$ cat src/rtl/led_pattern_pkg.sv
// rtl/led_pattern_pkg.sv - shared types and helpers for the LED pattern generator
package led_pattern_pkg;

    // Per-channel pattern selection as presented on i_mode.
    typedef enum logic [1:0] {
        MODE_OFF   = 2'b00,
        MODE_ON    = 2'b01,
        MODE_BLINK = 2'b10,
        MODE_BURST = 2'b11
    } led_mode_t;

    // Per-channel FSM states; S_HI/S_LO form blink, S_BHI/S_BLO/S_GAP form burst.
    typedef enum logic [2:0] {
        S_OFF = 3'd0,
        S_ON  = 3'd1,
        S_HI  = 3'd2,
        S_LO  = 3'd3,
        S_BHI = 3'd4,
        S_BLO = 3'd5,
        S_GAP = 3'd6
    } led_state_t;

    // Prescaler divide ratio; callers must keep the result at 2 or more.
    function automatic int calc_div(input int clk_value, input int tick_hz);
        return clk_value / tick_hz;
    endfunction

endpackage

$ cat src/rtl/led_pattern_channel.sv
// rtl/led_pattern_channel.sv - one LED channel: config latch, phase counters and pattern FSM (optional LED_PATTERN_SYNC_EN)
module led_pattern_channel
    import led_pattern_pkg::*;
#(
    parameter int HP_W     = 16,
    parameter int GAP_MULT = 4
) (
    input  logic            i_clk,
    input  logic            i_arst_n,
    input  logic            i_tick,
    input  logic            i_load,
`ifdef LED_PATTERN_SYNC_EN
    input  logic            i_sync,
`endif
    input  logic [1:0]      i_mode,
    input  logic [HP_W-1:0] i_half_period,
    input  logic [3:0]      i_burst_cnt,
    output logic            o_led
);

    // Three extra bits so GAP_MULT*half_period fits for GAP_MULT up to 8.
    localparam int PH_W = HP_W + 3;
    localparam logic [PH_W-1:0] GAP_K = PH_W'(GAP_MULT);

    led_state_t      state, state_nxt;
    logic [PH_W-1:0] ph, ph_nxt;
    logic [3:0]      pulses, pulses_nxt;
    logic [HP_W-1:0] hp, hp_nxt;
    logic [3:0]      bcnt, bcnt_nxt;
    logic            led_nxt;

    logic [PH_W-1:0] ph_last;
    logic [PH_W-1:0] gap_last;
    logic            ph_end;
    logic            gap_end;

    // hp is never 0 after load, so these terminal counts never wrap.
    assign ph_last  = {3'b000, hp} - PH_W'(1);
    assign gap_last = (GAP_K * {3'b000, hp}) - PH_W'(1);
    assign ph_end   = (ph == ph_last);
    assign gap_end  = (ph == gap_last);

    // State, config and counter registers; o_led is registered from the next state.
    always_ff @(posedge i_clk or negedge i_arst_n) begin
        if (!i_arst_n) begin
            state  <= S_OFF;
            ph     <= '0;
            pulses <= '0;
            hp     <= HP_W'(1);
            bcnt   <= '0;
            o_led  <= 1'b0;
        end else begin
            state  <= state_nxt;
            ph     <= ph_nxt;
            pulses <= pulses_nxt;
            hp     <= hp_nxt;
            bcnt   <= bcnt_nxt;
            o_led  <= led_nxt;
        end
    end

    // Next-state logic: load beats sync, sync beats the tick.
    always_comb begin
        state_nxt  = state;
        ph_nxt     = ph;
        pulses_nxt = pulses;
        hp_nxt     = hp;
        bcnt_nxt   = bcnt;

        if (i_load) begin
            hp_nxt     = (i_half_period == '0) ? HP_W'(1) : i_half_period;
            bcnt_nxt   = i_burst_cnt;
            ph_nxt     = '0;
            pulses_nxt = '0;
            case (led_mode_t'(i_mode))
                MODE_ON:    state_nxt = S_ON;
                MODE_BLINK: state_nxt = S_HI;
                MODE_BURST: state_nxt = (i_burst_cnt == 4'd0) ? S_OFF : S_BHI;
                default:    state_nxt = S_OFF;
            endcase
`ifdef LED_PATTERN_SYNC_EN
        end else if (i_sync) begin
            case (state)
                S_HI, S_LO: begin
                    state_nxt = S_HI;
                    ph_nxt    = '0;
                end
                S_BHI, S_BLO, S_GAP: begin
                    state_nxt  = S_BHI;
                    ph_nxt     = '0;
                    pulses_nxt = '0;
                end
                default: ;
            endcase
`endif
        end else if (i_tick) begin
            case (state)
                S_HI: begin
                    if (ph_end) begin
                        state_nxt = S_LO;
                        ph_nxt    = '0;
                    end else begin
                        ph_nxt = ph + PH_W'(1);
                    end
                end
                S_LO: begin
                    if (ph_end) begin
                        state_nxt = S_HI;
                        ph_nxt    = '0;
                    end else begin
                        ph_nxt = ph + PH_W'(1);
                    end
                end
                S_BHI: begin
                    if (ph_end) begin
                        state_nxt  = S_BLO;
                        ph_nxt     = '0;
                        pulses_nxt = pulses + 4'd1;
                    end else begin
                        ph_nxt = ph + PH_W'(1);
                    end
                end
                S_BLO: begin
                    if (ph_end) begin
                        state_nxt = (pulses == bcnt) ? S_GAP : S_BHI;
                        ph_nxt    = '0;
                    end else begin
                        ph_nxt = ph + PH_W'(1);
                    end
                end
                S_GAP: begin
                    if (gap_end) begin
                        state_nxt  = S_BHI;
                        ph_nxt     = '0;
                        pulses_nxt = '0;
                    end else begin
                        ph_nxt = ph + PH_W'(1);
                    end
                end
                default: ;
            endcase
        end

        led_nxt = (state_nxt == S_ON) || (state_nxt == S_HI) || (state_nxt == S_BHI);
    end

endmodule

$ cat src/rtl/led_pattern_gen.sv
// rtl/led_pattern_gen.sv - multi-channel LED pattern generator top: prescaler, sync fan-out, channel array (optional LED_PATTERN_SYNC_EN)
module led_pattern_gen
    import led_pattern_pkg::*;
#(
    parameter int CLK_VALUE = 100000000,
    parameter int TICK_HZ   = 1000,
    parameter int CHANNELS  = 4,
    parameter int HP_W      = 16,
    parameter int GAP_MULT  = 4
) (
    input  logic                     i_clk,
    input  logic                     i_arst_n,
`ifdef LED_PATTERN_SYNC_EN
    input  logic                     i_sync,
`endif
    input  logic [CHANNELS-1:0]      i_cfg_load,
    input  logic [2*CHANNELS-1:0]    i_mode,
    input  logic [HP_W*CHANNELS-1:0] i_half_period,
    input  logic [4*CHANNELS-1:0]    i_burst_cnt,
    output logic [CHANNELS-1:0]      o_led,
    output logic                     o_tick
);

    // DIV must be at least 2 so the tick is a single-cycle pulse.
    localparam int DIV   = calc_div(CLK_VALUE, TICK_HZ);
    localparam int CNT_W = (DIV > 2) ? $clog2(DIV) : 1;
    localparam logic [CNT_W-1:0] CNT_LAST = CNT_W'(DIV - 1);

    logic [CNT_W-1:0] cnt;

    // Shared prescaler counting 0..DIV-1; a sync pulse realigns it to 0.
    always_ff @(posedge i_clk or negedge i_arst_n) begin
        if (!i_arst_n) begin
            cnt <= '0;
`ifdef LED_PATTERN_SYNC_EN
        end else if (i_sync) begin
            cnt <= '0;
`endif
        end else if (cnt == CNT_LAST) begin
            cnt <= '0;
        end else begin
            cnt <= cnt + CNT_W'(1);
        end
    end

    assign o_tick = (cnt == CNT_LAST);

    for (genvar g = 0; g < CHANNELS; g++) begin : g_ch
        led_pattern_channel #(
            .HP_W     (HP_W),
            .GAP_MULT (GAP_MULT)
        ) u_ch (
            .i_clk         (i_clk),
            .i_arst_n      (i_arst_n),
            .i_tick        (o_tick),
            .i_load        (i_cfg_load[g]),
`ifdef LED_PATTERN_SYNC_EN
            .i_sync        (i_sync),
`endif
            .i_mode        (i_mode[2*g +: 2]),
            .i_half_period (i_half_period[HP_W*g +: HP_W]),
            .i_burst_cnt   (i_burst_cnt[4*g +: 4]),
            .o_led         (o_led[g])
        );
    end

endmodule

$ cat config.mk
export PLATFORM = sky130hd
export DESIGN_NAME = led_pattern_gen
export DESIGN_NICKNAME = d
export VERILOG_FILES = /design/src/rtl/led_pattern_pkg.sv /design/src/rtl/led_pattern_channel.sv /design/src/rtl/led_pattern_gen.sv
export SDC_FILE = /design/constraint.sdc
export NUM_CORES = 1
export LEC_CHECK = 0
export ABC_AREA = 1
export CAP_MARGIN = 20
export CORE_ASPECT_RATIO = 0.9
export CORE_UTILIZATION = 50
export DETAILED_ROUTE_END_ITERATION = 12
export DONT_BUFFER_PORTS = 1
export PLACE_DENSITY_LB_ADDON = 0.05
export SLEW_MARGIN = 30
export SYNTH_ARGS = -nofsm -noshare
export SYNTH_HDL_FRONTEND = slang
export SYNTH_SLANG_ARGS = --single-unit
$ cat constraint.sdc
create_clock -name i_clk -period 3.1 [get_ports i_clk]
set_input_delay 0.62 -clock i_clk [delete_from_list [all_inputs] [get_ports i_clk]]
set_output_delay 0.62 -clock i_clk [all_outputs]
set_load 0.01 [all_outputs]
== Word level (Yosys, flattened, before mapping) ==
Cells that the tools add are included.
Operators by class
  mux-type cells: 89
  $add $sub $neg: 17
  eq/ne operators: 65
  reduce and logical (&&, ||, !) cells: 40
Operator list (count)
  2-to-1 mux 19 bit: 16
  == test 19 bit: 8
  one-hot mux 19 bit (2 select lines): 4
  2-to-1 mux 3 bit: 32
  adder 19 x 1 -> 19 bit (second input constant): 4
  subtractor 18 x 1 -> 19 bit (second input constant): 4
  subtractor 16 x 1 -> 17 bit (second input constant): 4
  logical NOT 16 bit: 4
  2-to-1 mux 16 bit: 4
  2-to-1 mux 4 bit: 16
  one-hot mux 3 bit (5 select lines): 4
  == test 3 bit (second input constant): 16
  == test 3 x 2 -> 1 bit (second input constant): 12
  one-hot mux 3 bit (3 select lines): 4
  one-hot mux 4 bit (2 select lines): 4
  inequality test 3 x 2 -> 1 bit (second input constant): 8
  nonzero test 3 bit: 8
  adder 17 x 1 -> 17 bit (second input constant): 1
  == test 17 bit (second input constant): 1
  2-to-1 mux 17 bit: 1
  adder 4 x 1 -> 4 bit (second input constant): 4
  == test 2 bit (second input constant): 8
  == test 4 bit: 4
  logical NOT 4 bit: 4
  other kinds (8): 36
Word-level totals
  bits in registers: 205
  logic and storage cells: 236
  output and inout bits: 5
  input port bits: 94

== Longest topological paths before layout ==
Gate-level depths: netlist of run 1.
  depth in word-level cells: 9
  depth in mapped cells: 22
  gate-level depth less buffers: 21

== Cells and area by module ==
Synthesis of run 1 repeated with hierarchy kept, for this count alone.
Second synthesis, totals
  cell total of the unflattened synthesis: 2370
  area total of the unflattened synthesis: 15798.9 µm²
Modules (own cells, without submodules)
  led_pattern_channel: cells an instance 558, times used 4, sequential area each 1177.4 µm², area each 3693.5 µm²
  led_pattern_gen: cells an instance 138, times used 1, sequential area each 425.4 µm², area each 1024.7 µm²

== Least setup slack after synthesis of run 1 ==
No wires, ideal clock.
  path kind: register to register
  start point: reg g_ch[0].u_ch.hp[0]
  end point: reg g_ch[0].u_ch.ph[8]
  path slack: 0.776 ns
  buffers on the path: 2
  data required time: 2.969 ns
  cell stages (with the launch flop): 19
  data arrival time: 2.193 ns
  cell sequence: dfstp_2 inv_2 ha_1 buf_2 nand2_1 nor2_1 nand2_1 nand2_1 nand3_1 nand3_1 nor2_1 nand2_1 nor2_4 nand2_2 nand2_1 nand2_2 nand3_4 buf_6 o22ai_2
Between the ends
  cells in the longest elaborated chain, start to end: 6
Ends and longest elaborated chain
  start, declared: line led_pattern_channel.sv:28  | logic [HP_W-1:0] hp, hp_nxt;
  start signal, assigned: line led_pattern_channel.sv:56  | hp <= hp_nxt;
  subtractor 18 x 1 -> 19 bit or subtractor 16 x 1 -> 17 bit (tied branches): line led_pattern_channel.sv:39, led_pattern_channel.sv:38
  == test 19 bit, on equally long branches: line led_pattern_channel.sv:41, led_pattern_channel.sv:40
  2-to-1 mux 19 bit, on equally long branches
  one-hot mux 19 bit (2 select lines) (*): line led_pattern_channel.sv:97  | case (state)
  2-to-1 mux 19 bit (*): line led_pattern_channel.sv:96  | end else if (i_tick) begin
  2-to-1 mux 19 bit (*): line led_pattern_channel.sv:70  | if (i_load) begin
  end signal, assigned: line led_pattern_channel.sv:54  | ph <= ph_nxt;
  end, declared: line led_pattern_channel.sv:26  | logic [PH_W-1:0] ph, ph_nxt;
Mark *: on every way between the ends. The rest lies on a longest branch, timed or not. The select of a mux whose other input is x is not followed.
A chain may end at the register's enable or synchronous reset.

== Worst setup path in the final report of run 1 ==
  start point: reg g_ch[0].u_ch.hp[0]
  end point: reg g_ch[0].u_ch.ph[17]
Same word-level chain as after synthesis.

==> run metrics, run 1 <==
min cycle time layout 2790 ps; first-pass GRT wire length 65900 um; CP arrival 3180 ps; worst hold path type primary input to asynchronous set/reset pin; H-tree depth 1; First DRT Iteration DRCs 1000; port bufs 0; Sequential cell area 5130 sq um; most frequent cells in the layout 669 x nand2_1, 272 x nand3_1, 254 x inv_1, 208 x nor2_1, 201 x dfrtp_1; ant diodes 0; GRT Total Usage 26.2%; post-detailed-route via-to-cell ratio 5.41; worst ir drop on vdd 0.455 mV; Max stage delay cell, worst path dfstp_2; Crit path top cell by count nand2_1; Die Wd 184 um; Routed Antenna Nets 0; Starting Density 51.2%; Crit path buffers/inverters 1; final worst path period share 90.0%; Synth-to-Final Area Change 8.66%; Final nets 2304; WHS -219 ps; outcome finished, violations left; GRT Residual Overflow 0; WS Path Type flop to flop; largest net degree at the start of global routing 206; Clock Skew 12.3 ps; Max FO, Critical Path 19; EDFF count, synth 0; drt drc 0; Post-Syn Nets 2307; core footprint 29100 sq um; Synth Flop Type dfrtp_1; yosys warns 0; syn avg cell area 6.77 sq um; Async SR Flop Fraction 100%; Multi-input gate area 8540 sq um; worst setup margin 311 ps; distinct cell type count after synthesis 56; Reg clk slew, reported paths 60 ps; Mapped Area 14900 sq um; RSZ-0062 raised after global routing false; initial antenna violation count 0; Site Rows 59; Final Max Slew Viols 0; CTS tree done; worst skew pair latency 530 ps; die height 166 um; Setup Buffers After CTS 0; Leak Pwr 7.61 nW; vias 14114; CTS Buf Count 24; crit path cell chain inv_2, ha_1, nand2_1, nand2_1, nand2_1, nand2_1, nor2_1, nand2_1, nor2_1, nand3_1, nor2_1, nand2_1, nand2_2, nand2_2, nand3_4, o22ai_1; fmax 0.359 GHz; Sink Count 205; critical path capture point type flop; fill count 2922; Max Cap Violations 0; WL/cell 15.0 um; vias in the first global route 13301; routability cong. 0.906; Final Hold Vio Count 203; violated checks hold timing; Crit path max-delay family simple AND/OR/NAND/NOR gates; Ports 99; Req. time, crit path 3500 ps; Pre-antenna DRT Iters 5; Place WS 306 ps; CTS resizes 0; WL final 39300 um; layout cells sized above 1 8.71%; Worst-Margin Slew 629 ps; PD cells 464 nW/um^2; register bit total from synthesis 205; slowest stage delay, CP 550 ps; most common cell after layout, fill and taps aside nand2_1; setup_tns 0 ps; Synth Instances 2200; Final Setup Violations 0; Slew headroom 57.7%; CP startpoint kind flop; register area share after synthesis 34.5%; Die ar. 30500 sq um; post-DP HPWL 29800 um; CTS Buffer Depth 3; clk root buf clkbuf_16
==> worst paths after layout <==
| check | startpoint | to | slack, ps | cells after the start |
|---|---|---|---|---|
| min in group i_clk | i_cfg_load[3] | g_ch[3].u_ch.bcnt[3] | 190 | 1 |
| max in group asynchronous | i_arst_n | g_ch[0].u_ch.hp[0] | 2990 | 0 |
| worst min-delay path | i_arst_n | g_ch[2].u_ch.hp[1] | -220 | 0 |
| worst min register to register | cnt[0] | cnt[0] | 460 | 1 |
| worst max register to register | g_ch[0].u_ch.hp[0] | g_ch[0].u_ch.ph[17] | 310 | 16 |
| worst max-delay path | g_ch[0].u_ch.hp[0] | g_ch[0].u_ch.ph[17] | 310 | 16 |
==> kinds of logic after synthesis <==
kind of cell               after synthesis  share of synthesized area [%]
AOI/OAI and AO/OA                      235                           9.88
xor gates and xnor gates                81                           5.13
adders and majority gates               13                           1.09
buffers and inverters                  309                           8.22
DFF                                    205                           34.5
and+or+nand+nor                       1357                           41.2
==> metal layers <==
metal / global-route usage, % / share of wire, %
met2: 40.5 / 44
met5: 0 / 0
met1: 39.3 / 50
met4: 5.87 / 2.1
met3: 2.72 / 4.1
==> area by class of cell <==
class,count,area share [%]
clock inverter,11,1.29
timing repair buffer,9,0.417
inverter,271,6.28
tap,396,3.06
sequential,205,31.7
clock buffer,33,4.48
multi-input combinational,1686,52.7
==> synth_stat cells (23+ instances only) <==
cell type	n	share of area [%]
o21ai_0	116	3.9
nand2_2	23	0.97
a21oi_1	25	0.84
inv_1	254	6.4
nand4_1	46	1.9
nor2_1	208	5.2
nor3_1	27	0.91
nor4_1	29	1.2
o22ai_1	37	1.6
nand3_1	272	9.1
nor2_2	29	1.2
dfrtp_1	201	34
nand2_1	669	17
xor2_1	68	4.0
==> registers in the layout, indices dropped and copies added, names as in the netlist <==
register	cells
g_ch.u_ch.pulses	16
g_ch.u_ch.ph	76
g_ch.u_ch.hp	64
g_ch.u_ch.state	12
cnt	17
g_ch.u_ch.o_led	4
g_ch.u_ch.bcnt	16
==> stage by stage <==
stage / cell area [sq um] / utilization [%] / power (mW) / instances / hold WS (ps)
after CTS: 16200 / 55.7 / 7.58 / 2611 / -245
after global routing: 16200 / 55.7 / 7.88 / 2611 / -249
after global placement: 15300 / 52.4 / 4.21 / 2567 / 328
final: 16200 / 55.7 / 7.51 / 2611 / -219
after floorplan: 14900 / - / 3.98 / 2200 / 324
after detailed placement: 15300 / 52.4 / 4.22 / 2567 / 329
==> power by group <==
group | leakage, nW | total (mW) | switching [mW] | internal, mW
sequential | 2.67 | 3.02 | 0.182 | 2.84
clock | 0.464 | 3.32 | 1.19 | 2.13
combinational | 4.48 | 1.17 | 0.769 | 0.399
(Power assumes the default switching activity.)
==> run 2: changes to the inputs <==
--- a/config.mk
+++ b/config.mk
@@ -11,7 +11,7 @@
 export CORE_UTILIZATION = 50
 export DETAILED_ROUTE_END_ITERATION = 12
 export DONT_BUFFER_PORTS = 1
-export PLACE_DENSITY_LB_ADDON = 0.05
+export PLACE_DENSITY = 0.65
 export SLEW_MARGIN = 30
 export SYNTH_ARGS = -nofsm -noshare
 export SYNTH_HDL_FRONTEND = slang
==> run metrics, run 2 (synthesis gave the netlist of run 1 again) <==
outcome finished, violations left; violated checks hold timing; met1 wire length 18200 um (-7.5%); layout cells sized above 1 8.62% (-0.090 points); most frequent cells in the layout 669 x nand2_1, 272 x nand3_1, 254 x inv_1, 208 x nor2_1, 201 x dfrtp_1; fmax 0.363 GHz (+1.3%); Final nets 2305 (+0.043%); post-detailed-route via-to-cell ratio 5.42 (+0.33%); vias 14161 (+0.33%); Largest regs g_ch.u_ch.ph (76), g_ch.u_ch.hp (64), cnt (17); ant diodes 0 (unchanged); min cycle time layout 2750 ps (-37.0 ps); drt drc 0 (unchanged); CP Capture Point g_ch[0].u_ch.ph[15]; core footprint 29100 sq um (unchanged); CP startpoint kind flop; Leak Pwr 7.56 nW (-0.60%); Die ar. 30500 sq um (unchanged); Site Rows 59 (unchanged); reg2reg end g_ch[0].u_ch.ph[15]; worst reg2reg path startpoint g_ch[0].u_ch.hp[0]; Max Cap Violations 0 (unchanged); GRT Total Usage 25.6% (-0.58 points); first-pass GRT wire length 65000 um (-1.2%); worst r2r path cells 16 (unchanged); routability cong. 0.941 (+3.8%); Die Wd 184 um (unchanged); WHS -214 ps (+5.80 ps); CTS tree done; port bufs 0 (unchanged); Max stage delay cell, worst path dfstp_2; Switching Power 2.13 mW (-0.43%); Final Max Slew Viols 0 (unchanged); worst hold path type primary input to asynchronous set/reset pin; Crit path buffers/inverters 1 (unchanged); Synth-to-Final Area Change 8.18%; total chip power 7.25 mW (-3.4%); max FFs per register 76 (unchanged); final worst path period share 88.8% (-1.2 points); Setup Buffers After CTS 0 (unchanged); internal power 5.12 mW (-4.6%); met2 routed WL 18000 um (+5.4%); worst ir drop on vdd 0.375 mV (-18%); WL/cell 14.8 um (-1.7%); sequential share of power 41.7% (+1.5 points); cell depth of the worst setup path 16 (unchanged); CTS Buf Count 23 (-4.2%); Max FO, Critical Path 19 (unchanged); Crit path max-delay family simple AND/OR/NAND/NOR gates; WS Path Type flop to flop; crit path cell chain inv_2, ha_1, nand2_1, nor2_1, nand2_1, nand2_1, nand3_1, nand2_1, nor2_1, nand3_1, nor2_1, nand2_1, nand2_2, nand2_2, nand3_4, o31ai_1; clk root buf clkbuf_16; Routed Antenna Nets 0 (unchanged); vias in the first global route 13559 (+1.9%); Pre-antenna DRT Iters 7 (+2); Ports 99 (unchanged); switching share of power 29.4% (+0.87 points); CP arrival 3170 ps (about the same); clock share of power 42.2% (-2.0 points); Req. time, crit path 3520 ps (+20 ps); RSZ-0062 raised after global routing false; Clock Skew 10.3 ps (-2.01 ps); Most flops, register g_ch.u_ch.ph; power share of the combinational group 16.2% (+0.6 points); worst skew pair latency 530 ps (about the same); Critical Path Start g_ch[0].u_ch.hp[0]; Final Setup Violations 0 (unchanged); setup_tns 0 ps (unchanged); Slew headroom 54.0% (-3.6 points); CTS Buffer Depth 3 (unchanged); top sig layer met4; First DRT Iteration DRCs 899 (-10%); PD cells 450 nW/um^2 (-3.0%); Starting Density 51.2% (unchanged); Worst-Margin Slew 683 ps (+53.9 ps); largest net degree at the start of global routing 206 (unchanged); H-tree depth 1 (unchanged); most common cell after layout, fill and taps aside nand2_1; Final Hold Vio Count 202 (-0.49%); met3 wire len 1720 um (+6.2%); slowest stage delay, CP 380 ps (-170 ps); Reg clk slew, reported paths 70 ps (about the same); post-DP HPWL 29200 um (-1.8%); WL final 38600 um (-1.7%); flop-to-flop setup slack 350 ps (+40 ps); GRT Residual Overflow 0 (unchanged); critical path capture point type flop; initial antenna violation count 0 (unchanged); die height 166 um (unchanged); Crit path top cell by count nand2_1; Sink Count 205 (unchanged)
==> run 2: layer usage <==
| metal | GRT usage, % | vias to the layer above |
|---|---|---|
| met1 | 35.5 | 6630 |
| met3 | 3.31 | 45 |
| met4 | 5.43 | 0 |
| li1 | - | 7188 |
| met5 | 0 | - |
| met2 | 42.8 | 298 |
==> run 2: per-stage QoR <==
stage	utilization [%]	area [sq um]	cells	hold slack, ps	worst slack, ps
floorplan	-	14900	2200	324	776
global placement	52.5	15300	2569	328	362
detailed placement	52.5	15300	2569	331	315
CTS	55.4	16100	2611	-234	293
global route	55.4	16100	2611	-237	72.6
finish	55.4	16100	2611	-214	348
==> run 2: area by class of cell <==
class / instances / area (sq um)
Multi-Input combinational cell: 1686 / 8540
Tap cell: 396 / 495
Sequential cell: 205 / 5130
Inverter: 271 / 1020
Clock inverter: 12 / 201
Clock buffer: 30 / 642
Timing Repair Buffer: 11 / 82.6
Fill cell: 2882 / 13000
==> run 2: worst min-delay path by stage <==
| stage | startpoint | to | slack [ps] | depth (start not counted) |
|---|---|---|---|---|
| 2_1_floorplan | i_arst_n | cnt[0] | 320 | 0 |
| 3_3_place_gp | i_arst_n | g_ch[2].u_ch.hp[1] | 330 | 0 |
| 3_5_place_dp | i_arst_n | g_ch[2].u_ch.hp[3] | 330 | 0 |
| 4_1_cts | i_arst_n | g_ch[2].u_ch.hp[3] | -230 | 0 |
| 5_1_grt | i_arst_n | g_ch[2].u_ch.hp[2] | -240 | 0 |
| 6_report | i_arst_n | g_ch[2].u_ch.hp[3] | -210 | 0 |
==> run 2: worst register-to-register path, delay by kind of cell, from the launching register on <==
kind / cells / cell delay [ps]
simple gates: 13 / 1460
flops: 1 / 380
fa+ha+maj: 1 / 370
compound gates: 1 / 330
buf+inv: 1 / 120
==> run 2: timing repair <==
item                       4_1_cts  5_1_grt
setup endpoints to repair        0        1
hold endpoints to repair       205      202
resized for setup                0        1
==> run 2: power by group through the flow <==
| stage | Combinational (mW) | Clock, mW | Sequential (mW) |
|---|---|---|---|
| finish | 1.17 | 3.06 | 3.02 |
| global route | 1.34 | 3.23 | 3.04 |
| CTS | 1.17 | 3.13 | 3.02 |
| detailed placement | 1.16 | 0 | 3.07 |
| global placement | 1.15 | 0 | 3.07 |
| floorplan | 0.971 | 0 | 3.01 |
==> run 3: changes to the inputs <==
--- a/config.mk
+++ b/config.mk
@@ -9,6 +9,7 @@
 export CAP_MARGIN = 20
 export CORE_ASPECT_RATIO = 0.9
 export CORE_UTILIZATION = 50
+export CTS_CLUSTER_SIZE = 30
 export DETAILED_ROUTE_END_ITERATION = 12
 export DONT_BUFFER_PORTS = 1
 export PLACE_DENSITY = 0.65
==> results of run 3 <==
Final layout, timing and power as in run 2 (identical DEF).
